===== src/rtl/lsu_pkg.sv =====
// Shared types, funct3 encodings and byte-lane helpers for the load/store unit.
package lsu_pkg;

  typedef enum logic [1:0] {
    IDLE    = 2'd0,
    LD_REQ  = 2'd1,
    LD_WAIT = 2'd2
  } lsu_state_e;

  localparam logic [2:0] F3_LB  = 3'b000;
  localparam logic [2:0] F3_LH  = 3'b001;
  localparam logic [2:0] F3_LW  = 3'b010;
  localparam logic [2:0] F3_LBU = 3'b100;
  localparam logic [2:0] F3_LHU = 3'b101;

  // Byte-lane enables for an access of the given size at byte offset off.
  function automatic logic [3:0] lane_mask(input logic [2:0] funct3, input logic [1:0] off);
    logic [3:0] m;
    case (funct3[1:0])
      2'b00:   m = 4'b0001 << off;
      2'b01:   m = 4'b0011 << off;
      2'b10:   m = 4'b1111;
      default: m = 4'b0000;
    endcase
    return m;
  endfunction

  // Unsupported encodings (011/110/111) are reported as misaligned too.
  function automatic logic is_misaligned(input logic [2:0] funct3, input logic [1:0] off);
    logic mis;
    case (funct3)
      F3_LB, F3_LBU: mis = 1'b0;
      F3_LH, F3_LHU: mis = off[0];
      F3_LW:         mis = (off != 2'b00);
      default:       mis = 1'b1;
    endcase
    return mis;
  endfunction

endpackage


===== src/rtl/load_align.sv =====
// Right-aligns the addressed bytes of a DM read word and sign/zero-extends them.
module load_align
  import lsu_pkg::*;
(
  input  logic [31:0] word_i,
  input  logic [1:0]  off_i,
  input  logic [2:0]  funct3_i,
  output logic [31:0] result_o
);

  logic [31:0] shifted_s;

  // Move the addressed byte/half to bit 0, then extend according to size/sign.
  always_comb begin
    shifted_s = word_i >> {off_i, 3'b000};
    case (funct3_i)
      F3_LB:   result_o = {{24{shifted_s[7]}}, shifted_s[7:0]};
      F3_LH:   result_o = {{16{shifted_s[15]}}, shifted_s[15:0]};
      F3_LW:   result_o = shifted_s;
      F3_LBU:  result_o = {24'h00_0000, shifted_s[7:0]};
      F3_LHU:  result_o = {16'h0000, shifted_s[15:0]};
      default: result_o = 32'h0000_0000;
    endcase
  end

endmodule


===== src/rtl/load_store_unit.sv =====
// MEM-stage load/store unit: single-cycle stores, stalling loads with timeout.
module load_store_unit
  import lsu_pkg::*;
#(
  parameter int ADDR_W  = 20,
  parameter int TIMEOUT = 8
) (
  input  logic              clk,
  input  logic              rst,
  input  logic              req_valid_i,
  output logic              req_ready_o,
  input  logic              is_store_i,
  input  logic [2:0]        funct3_i,
  input  logic [31:0]       addr_i,
  input  logic [31:0]       st_data_i,
  output logic              cs_o,
  output logic              wr_o,
  output logic [3:0]        mask_o,
  output logic [31:0]       data_wr_o,
  output logic [ADDR_W-1:0] addr_o,
  output logic              lwstall_o,
  input  logic              valid_dm_i,
  input  logic [31:0]       data_rd_i,
  output logic [31:0]       ld_data_o,
  output logic              ld_valid_o,
  output logic              err_misalign_o,
  output logic              err_timeout_o
);

  localparam int CNT_W = (TIMEOUT > 2) ? $clog2(TIMEOUT) : 1;

  lsu_state_e        state_q, state_d;
  logic [1:0]        off_q, off_d;
  logic [2:0]        f3_q, f3_d;
  logic [ADDR_W-1:0] waddr_q, waddr_d;
  logic [CNT_W-1:0]  cnt_q, cnt_d;
  logic [31:0]       ld_data_q, ld_data_d;
  logic              ld_valid_q, ld_valid_d;
  logic              err_mis_q, err_mis_d;
  logic              err_to_q, err_to_d;

  logic              misalign_s;
  logic              store_cycle_s;
  logic [31:0]       aligned_s;
  logic              unused_addr_s;

  assign unused_addr_s = ^addr_i[31:ADDR_W+2];
  assign misalign_s    = is_misaligned(funct3_i, addr_i[1:0]);
  assign store_cycle_s = (state_q == IDLE) && req_valid_i && is_store_i && !misalign_s;

  load_align u_load_align (
    .word_i   (data_rd_i),
    .off_i    (off_q),
    .funct3_i (f3_q),
    .result_o (aligned_s)
  );

  // Next-state logic: request acceptance, DM response wait and timeout counting.
  always_comb begin
    state_d    = state_q;
    off_d      = off_q;
    f3_d       = f3_q;
    waddr_d    = waddr_q;
    cnt_d      = cnt_q;
    ld_data_d  = ld_data_q;
    ld_valid_d = 1'b0;
    err_mis_d  = 1'b0;
    err_to_d   = 1'b0;
    case (state_q)
      IDLE: begin
        if (req_valid_i && misalign_s) begin
          err_mis_d = 1'b1;
        end else if (req_valid_i && !is_store_i) begin
          off_d   = addr_i[1:0];
          f3_d    = funct3_i;
          waddr_d = addr_i[ADDR_W+1:2];
          state_d = LD_REQ;
        end else begin
          state_d = IDLE;
        end
      end
      LD_REQ: begin
        cnt_d   = {CNT_W{1'b0}};
        state_d = LD_WAIT;
      end
      LD_WAIT: begin
        if (valid_dm_i) begin
          ld_data_d  = aligned_s;
          ld_valid_d = 1'b1;
          state_d    = IDLE;
        end else if (cnt_q == CNT_W'(TIMEOUT - 1)) begin
          ld_data_d = 32'h0000_0000;
          err_to_d  = 1'b1;
          state_d   = IDLE;
        end else begin
          cnt_d = cnt_q + {{(CNT_W-1){1'b0}}, 1'b1};
        end
      end
      default: state_d = IDLE;
    endcase
  end

  // State and registered-output flops; reset abandons any load in flight.
  always_ff @(posedge clk or negedge rst) begin
    if (!rst) begin
      state_q    <= IDLE;
      off_q      <= 2'b00;
      f3_q       <= 3'b000;
      waddr_q    <= {ADDR_W{1'b0}};
      cnt_q      <= {CNT_W{1'b0}};
      ld_data_q  <= 32'h0000_0000;
      ld_valid_q <= 1'b0;
      err_mis_q  <= 1'b0;
      err_to_q   <= 1'b0;
    end else begin
      state_q    <= state_d;
      off_q      <= off_d;
      f3_q       <= f3_d;
      waddr_q    <= waddr_d;
      cnt_q      <= cnt_d;
      ld_data_q  <= ld_data_d;
      ld_valid_q <= ld_valid_d;
      err_mis_q  <= err_mis_d;
      err_to_q   <= err_to_d;
    end
  end

  // DM control: stores go out combinationally in IDLE, loads hold a read from the latched address.
  always_comb begin
    cs_o      = 1'b1;
    wr_o      = 1'b1;
    mask_o    = 4'b0000;
    data_wr_o = 32'h0000_0000;
    addr_o    = addr_i[ADDR_W+1:2];
    case (state_q)
      IDLE: begin
        if (store_cycle_s) begin
          cs_o      = 1'b0;
          wr_o      = 1'b0;
          mask_o    = lane_mask(funct3_i, addr_i[1:0]);
          data_wr_o = st_data_i << {addr_i[1:0], 3'b000};
        end else begin
          cs_o = 1'b1;
        end
      end
      LD_REQ, LD_WAIT: begin
        cs_o   = 1'b0;
        mask_o = lane_mask(f3_q, off_q);
        addr_o = waddr_q;
      end
      default: cs_o = 1'b1;
    endcase
  end

  assign req_ready_o    = (state_q == IDLE);
  assign lwstall_o      = (state_q == LD_REQ);
  assign ld_data_o      = ld_data_q;
  assign ld_valid_o     = ld_valid_q;
  assign err_misalign_o = err_mis_q;
  assign err_timeout_o  = err_to_q;

endmodule


===== config.mk =====
export PLATFORM = sky130hd
export DESIGN_NAME = load_store_unit
export DESIGN_NICKNAME = d
export VERILOG_FILES = /design/src/rtl/lsu_pkg.sv /design/src/rtl/load_align.sv /design/src/rtl/load_store_unit.sv
export SDC_FILE = /design/constraint.sdc
export NUM_CORES = 1
export LEC_CHECK = 0
export ABC_AREA = 1
export BUFFER_PORTS_ARGS = -buffer_cell sky130_fd_sc_hd__buf_2
export CELL_PAD_IN_SITES_DETAIL_PLACEMENT = 0
export CELL_PAD_IN_SITES_GLOBAL_PLACEMENT = 2
export CORE_ASPECT_RATIO = 0.7
export CORE_MARGIN = 1.5
export CORE_UTILIZATION = 25
export CTS_CLUSTER_DIAMETER = 120
export DETAILED_ROUTE_END_ITERATION = 6
export PLACE_DENSITY = 0.92
export SLEW_MARGIN = 20
export SYNTH_ARGS = -nofsm -noshare
export SYNTH_HDL_FRONTEND = slang
export SYNTH_SLANG_ARGS = --single-unit
export TNS_END_PERCENT = 20

===== constraint.sdc =====
create_clock -name clk -period 3 [get_ports clk]
set_input_delay 0.6 -clock clk [delete_from_list [all_inputs] [get_ports clk]]
set_output_delay 0.6 -clock clk [all_outputs]
set_load 0.01 [all_outputs]

==> results of run 1 <==
cell usage in the layout, fill, tap and decap left out, types with 3 or more instances in the layout:
master       n
nand2_1    299
buf_2      188
dfrtp_1     65
nand3_1     53
o21ai_0     49
inv_1       46
nor2_1      37
o21ai_1     18
nor3_1      15
buf_4       15
a21oi_1     11
clkbuf_16    9
a211oi_1     7
o211ai_1     7
ha_1         6
mux2i_1      5
o21ai_2      5
nand2_2      3
area by class of cell:
| class | instances | area, µm² |
|---|---|---|
| tap | 231 | 289.0 |
| antenna | 1 | 2.502 |
| inverter | 49 | 183.9 |
| timing repair buffer | 205 | 1094 |
| multi-input combinational | 523 | 2345 |
| fill | 1933 | 11260 |
| sequential | 65 | 1627 |
| clock buffer | 12 | 246.5 |
| clock inverter | 3 | 65.06 |
where the power goes:
| part | switching [mW] | leakage, nW | total (mW) | internal [mW] |
|---|---|---|---|---|
| clock | 0.382 | 0.153 | 1.13 | 0.744 |
| combinational | 1.02 | 2.39 | 1.62 | 0.603 |
| sequential | 0.169 | 0.839 | 1.33 | 1.17 |
logic make-up after synthesis:
| kind of cell | Yosys count | synth area share, % |
|---|---|---|
| simple gates | 413 | 38.10 |
| flops | 65 | 37.22 |
| fa+ha+maj | 6 | 1.718 |
| buf+inv | 92 | 9.218 |
| compound gates | 99 | 12.60 |
| mux | 5 | 1.145 |
per-stage QoR:
stage                     power, mW  hold slack, ps  instances  util (%)
after floorplan               2.352           304.4        680         -
after global placement        2.974           462.5       1073     32.35
after detailed placement      2.987           464.8       1073     32.35
after CTS                     4.149           279.6       1088     34.17
after global routing          4.440           313.2       1088     34.17
final                         4.082           277.9       1089     34.19
synthesized netlist by cell type, types with 6 or more instances:
library cell and instances:
nor2_1 37, a211oi_1 7, buf_2 15, nor3_1 15, o21ai_1 18, o211ai_1 7, ha_1 6, nand2_1 299
nand3_1 53, o21ai_0 49, dfrtp_1 65, a21oi_1 12, inv_1 46, clkbuf_1 18
worst paths after layout:
path                            endpoint           from  depth (start not counted)
max                        data_wr_o[22]     state_q[1]                          8
min                         ld_data_o[5]            rst                          2
max reg2reg                   waddr_q[7]     state_q[1]                          8
min reg2reg                ld_data_o[22]  ld_data_o[22]                          2
max in group asynchronous     state_q[1]            rst                          2
min in group clk           err_timeout_o     valid_dm_i                          2
registers in the layout (all words and copies together), names as in the netlist:
name and flops:
waddr_q 20, ld_valid_o 1, err_timeout_o 1, f3_q 3, off_q 2, err_misalign_o 1
ld_data_o 32, cnt_q 3, state_q 2
per-layer routing:
layer	routed length (µm)	global-route usage, %	vias up
li1	-	-	2516
met1	6961	21.81	2165
met2	6077	24.80	162
met3	1395	6.582	16
met4	166	4.815	0
met5	0	0	-
==> impl_metrics.yaml, run 1 <==
routing:
  drt_drc_violations_left: 0
  via_count: 4859
  routed_wl_mm: 14.60
  viasPerCell: 4.462
  wl_per_cell_um: 13.41
  dr.first_iter.drc_count: 327
  drtPass1Iterations: 4
  postRouteAntennaNets: 0
sta:
  clock-skew-final_ps: 6.907
  post-route-worst-setup-slack_ps: 229.9
  grt_setup_unrepaired: "false"
  final-hold-violation-count: 0
  slew_headroom_pct: 50.36
  fmax_ghz: 0.3610
  period_share_pct: 92.34
  min_period_ps: 2770
  worst_pin_slew_ps: 744.6
  maxSlewViolCount: 0
  tns_ps: 0
  setup_viol: 0
setup_path:
  arrival_ps: 2170
  path_class: "flip-flop to output pin"
  critical_path.top_delay_family: "buffers and inverters"
  startpoint_type: "flip-flop"
  slowest_delay_ps: 420
  cp.buffers_inverters: 3
  crit_chain: "inv_1 -> ha_1 -> nand2_1 -> nor2_1 -> nand3_2 -> buf_12 -> a211oi_1 -> buf_2"
  cp_slowest_cell: "dfrtp_1"
  ff2ff_setup_slack_ps: 980
  end_kind: "output pin"
  required_ps: 2400
  critical_path.max_fanout: 34
cts:
  post_cts_buffers: 0
  cts_resized: 0
  ctsRootBufferMaster: "clkbuf_16"
  ctsHoldBuffers: 0
  numCtsBuffers: 9
  cts_sinks: 65
  clk_pin_slew_ps: 50
  clockBufferDepth: 2
  cts_tree: "built"
  clk_latency_ps: 340
  htreeDepth: 3
power:
  cellPowerDensity_nw_per_um2: 697.5
  leakage_nw: 3.379
  ir_drop_mv: 0.3267
synth:
  synth_ff_type: "dfrtp_1"
  yosys_register_bits: 65
  synthesis.area_um2: 4370
  ys_warn_count: 0
  ys_top_cells_by_area: "dfrtp_1 (37%), nand2_1 (26%), nand3_1 (6.1%)"
  synth.avg_cell_area_um2: 6.427
  synth_top_area_share_pct: 37.22
  synth_edf_count: 0
  async_flop_share_pct: 100.0
  ys_seq_area_share_pct: 37.22
  synth_cell_type_count: 27
  syn-instance-count: 680
  yosysTopAreaCell: "dfrtp_1"
  synth_nets: 790
placed_design:
  io_buffer_count: 188
  dp_hpwl_mm: 10.93
  postPlaceCellArea_um2: 5538
  pre_cts_ws_ps: 520.9
  gp_congestion: 0.8010
floorplan:
  initial_core_util_pct: 25.53
  core_region_area_um2: 17120
  io_pins: 199
  die_w_um: 161.0
  rows: 40
  die_h_um: 113.6
  die-area_um2: 18300
final_layout:
  final_cell_area_um2: 5852
  areaGrowthSynthToFinish_pct: 33.90
  drive_gt1_share_pct: 27.19
  fin_nets: 963
grt:
  overflow: 0
  grt_usage_pct: 16.50
  grt_max_degree: 66
  grt_pass1_vias: 4613
  antenna_found_initial: 0
  grt_pass1_wl_mm: 23.58
flow_run:
  drv_cap: 0
hold_path:
  hold_path_class: "primary input to async pin"
status:
  outcome: "complete, no violations"
(Power assumes the default switching activity.)
==> run 2, diff against run 1 <==
--- a/config.mk
+++ b/config.mk
@@ -14,6 +14,8 @@
 export CORE_UTILIZATION = 25
 export CTS_CLUSTER_DIAMETER = 120
 export DETAILED_ROUTE_END_ITERATION = 6
+export HOLD_SLACK_MARGIN = 0.1
+export MAX_ROUTING_LAYER = met4
 export PLACE_DENSITY = 0.92
 export SLEW_MARGIN = 20
 export SYNTH_ARGS = -nofsm -noshare
==> impl_metrics.yaml, run 2 (same netlist as run 1, synthesis figures left out) <==
final_layout:
  ff_latch_area_um2: 1627
  largest_reg_flops: 32
  final_cell_mix: "nand2_1 (299), buf_2 (188), dfrtp_1 (65)"
  areaGrowthSynthToFinish_pct: 33.90
  fillerInstances: 1933
  fin_nets: 963
  multiInputGateArea_um2: 2345
  drive_gt1_share_pct: 27.19
  layout_commonest_cell: "nand2_1"
grt:
  grt_pass1_wl_mm: 23.54
  overflow: 0
  antenna_found_initial: 0
  grt_usage_pct: 16.98
  grt_max_degree: 66
  grt_pass1_vias: 4611
floorplan:
  core_region_area_um2: 17120
  rows: 40
  die_w_um: 161.0
  io_pins: 199
  initial_core_util_pct: 25.53
  die_h_um: 113.6
  die-area_um2: 18300
setup_path:
  slowest_delay_ps: 410
  arrival_ps: 2170
  critical_path.max_fanout: 34
  path_class: "flip-flop to output pin"
  end_kind: "output pin"
  ff2ff_setup_slack_ps: 970
  worstSetupStartpoint: "state_q[0]"
  cp_slowest_cell: "dfrtp_1"
  worst_r2r_startpoint: "state_q[0]"
  required_ps: 2400
  crit_chain: "inv_1 -> ha_1 -> nand2_1 -> nor2_1 -> nand3_2 -> buf_12 -> a211oi_1 -> buf_2"
  startpoint_type: "flip-flop"
sta:
  final-hold-violation-count: 0
  tns_ps: 0
  slew_headroom_pct: 49.98
  worst_hold_slack_ps: 276.2
  setup_viol: 0
  grt_setup_unrepaired: "false"
  maxSlewViolCount: 0
  worst_pin_slew_ps: 750.3
  fmax_ghz: 0.3610
  clock-skew-final_ps: 6.563
  min_period_ps: 2770
  period_share_pct: 92.33
routing:
  wl_per_cell_um: 13.39
  postRouteAntennaNets: 0
  drt_drc_violations_left: 0
  dr.first_iter.drc_count: 323
  drtPass1Iterations: 4
  routed_wl_mm: 14.58
  viasPerCell: 4.484
  via_count: 4883
cts:
  clk_pin_slew_ps: 50
  cts_resized: 0
  htreeDepth: 3
  clockBufferDepth: 2
  clk_latency_ps: 340
  post_cts_buffers: 0
  cts_tree: "built"
  numCtsBuffers: 9
  ctsRootBufferMaster: "clkbuf_16"
  cts_sinks: 65
  ctsHoldBuffers: 0
hold_path:
  hold_path_class: "primary input to async pin"
flow_run:
  drv_cap: 0
placed_design:
  gp_congestion: 0.8126
  io_buffer_count: 188
  dp_hpwl_mm: 10.93
power:
  leakage_nw: 3.379
  cellPowerDensity_nw_per_um2: 697.6
  ir_drop_mv: 0.3294
status:
  outcome: "complete, no violations"
-- run 2: cell counts in the layout (fill, tap and decap cells not counted) --
Identical to the previous run, type by type.
-- run 2: worst max-delay path: cells and delay by family, from the launching register on --
family / cells / cell delay (ps)
adder cells (fa/ha/maj): 1 / 180
flip-flops: 1 / 410
buffers and inverters: 3 / 490
AO/OA/AOI/OAI: 1 / 280
AND/OR/NAND/NOR: 3 / 460
-- run 2: worst paths after layout --
| path | cells past startpoint | end |
|---|---|---|
| min in group clk | 2 | err_timeout_o |
| setup / recovery | 8 | data_wr_o[22] |
| setup reg to reg | 8 | waddr_q[7] |
| hold reg to reg | 2 | ld_data_o[22] |
| max in group asynchronous | 2 | state_q[1] |
| hold / removal | 2 | ld_data_o[5] |
-- run 2: metal layers --
layer | wire length [µm] | track usage (%) | share of wire [%] | vias up
li1 | - | - | - | 2517
met1 | 7036 | 22.24 | 48 | 2187
met2 | 6092 | 24.89 | 42 | 163
met3 | 1280 | 5.673 | 8.8 | 16
met4 | 167 | 4.815 | 1.1 | 0
met5 | 0 | - | 0 | -
-- run 2: metrics by stage --
stage	cell area [µm²]	utilization, %	worst slack (ps)	cells	power [mW]
after global placement	5538	32.35	533.1	1073	2.974
final	5852	34.19	230.0	1089	4.082
after global routing	5849	34.17	109.4	1088	4.438
after detailed placement	5538	32.35	520.9	1073	2.987
after CTS	5849	34.17	204.9	1088	4.149
after floorplan	4370	-	768.2	680	2.352
-- run 2: report_power, final --
| group | internal (mW) | switching (mW) |
|---|---|---|
| clock | 0.744 | 0.385 |
| sequential | 1.17 | 0.169 |
| combinational | 0.603 | 1.02 |
-- run 2: cell type report --
class | instances | share of cell area (%)
inverters | 49 | 3.143
diodes | 1 | 0.04276
well taps | 231 | 4.939
flip-flops and latches | 65 | 27.80
repair buffers | 205 | 18.69
multi-input cells | 523 | 40.07
clock buffers | 12 | 4.212
clock inverters | 3 | 1.112
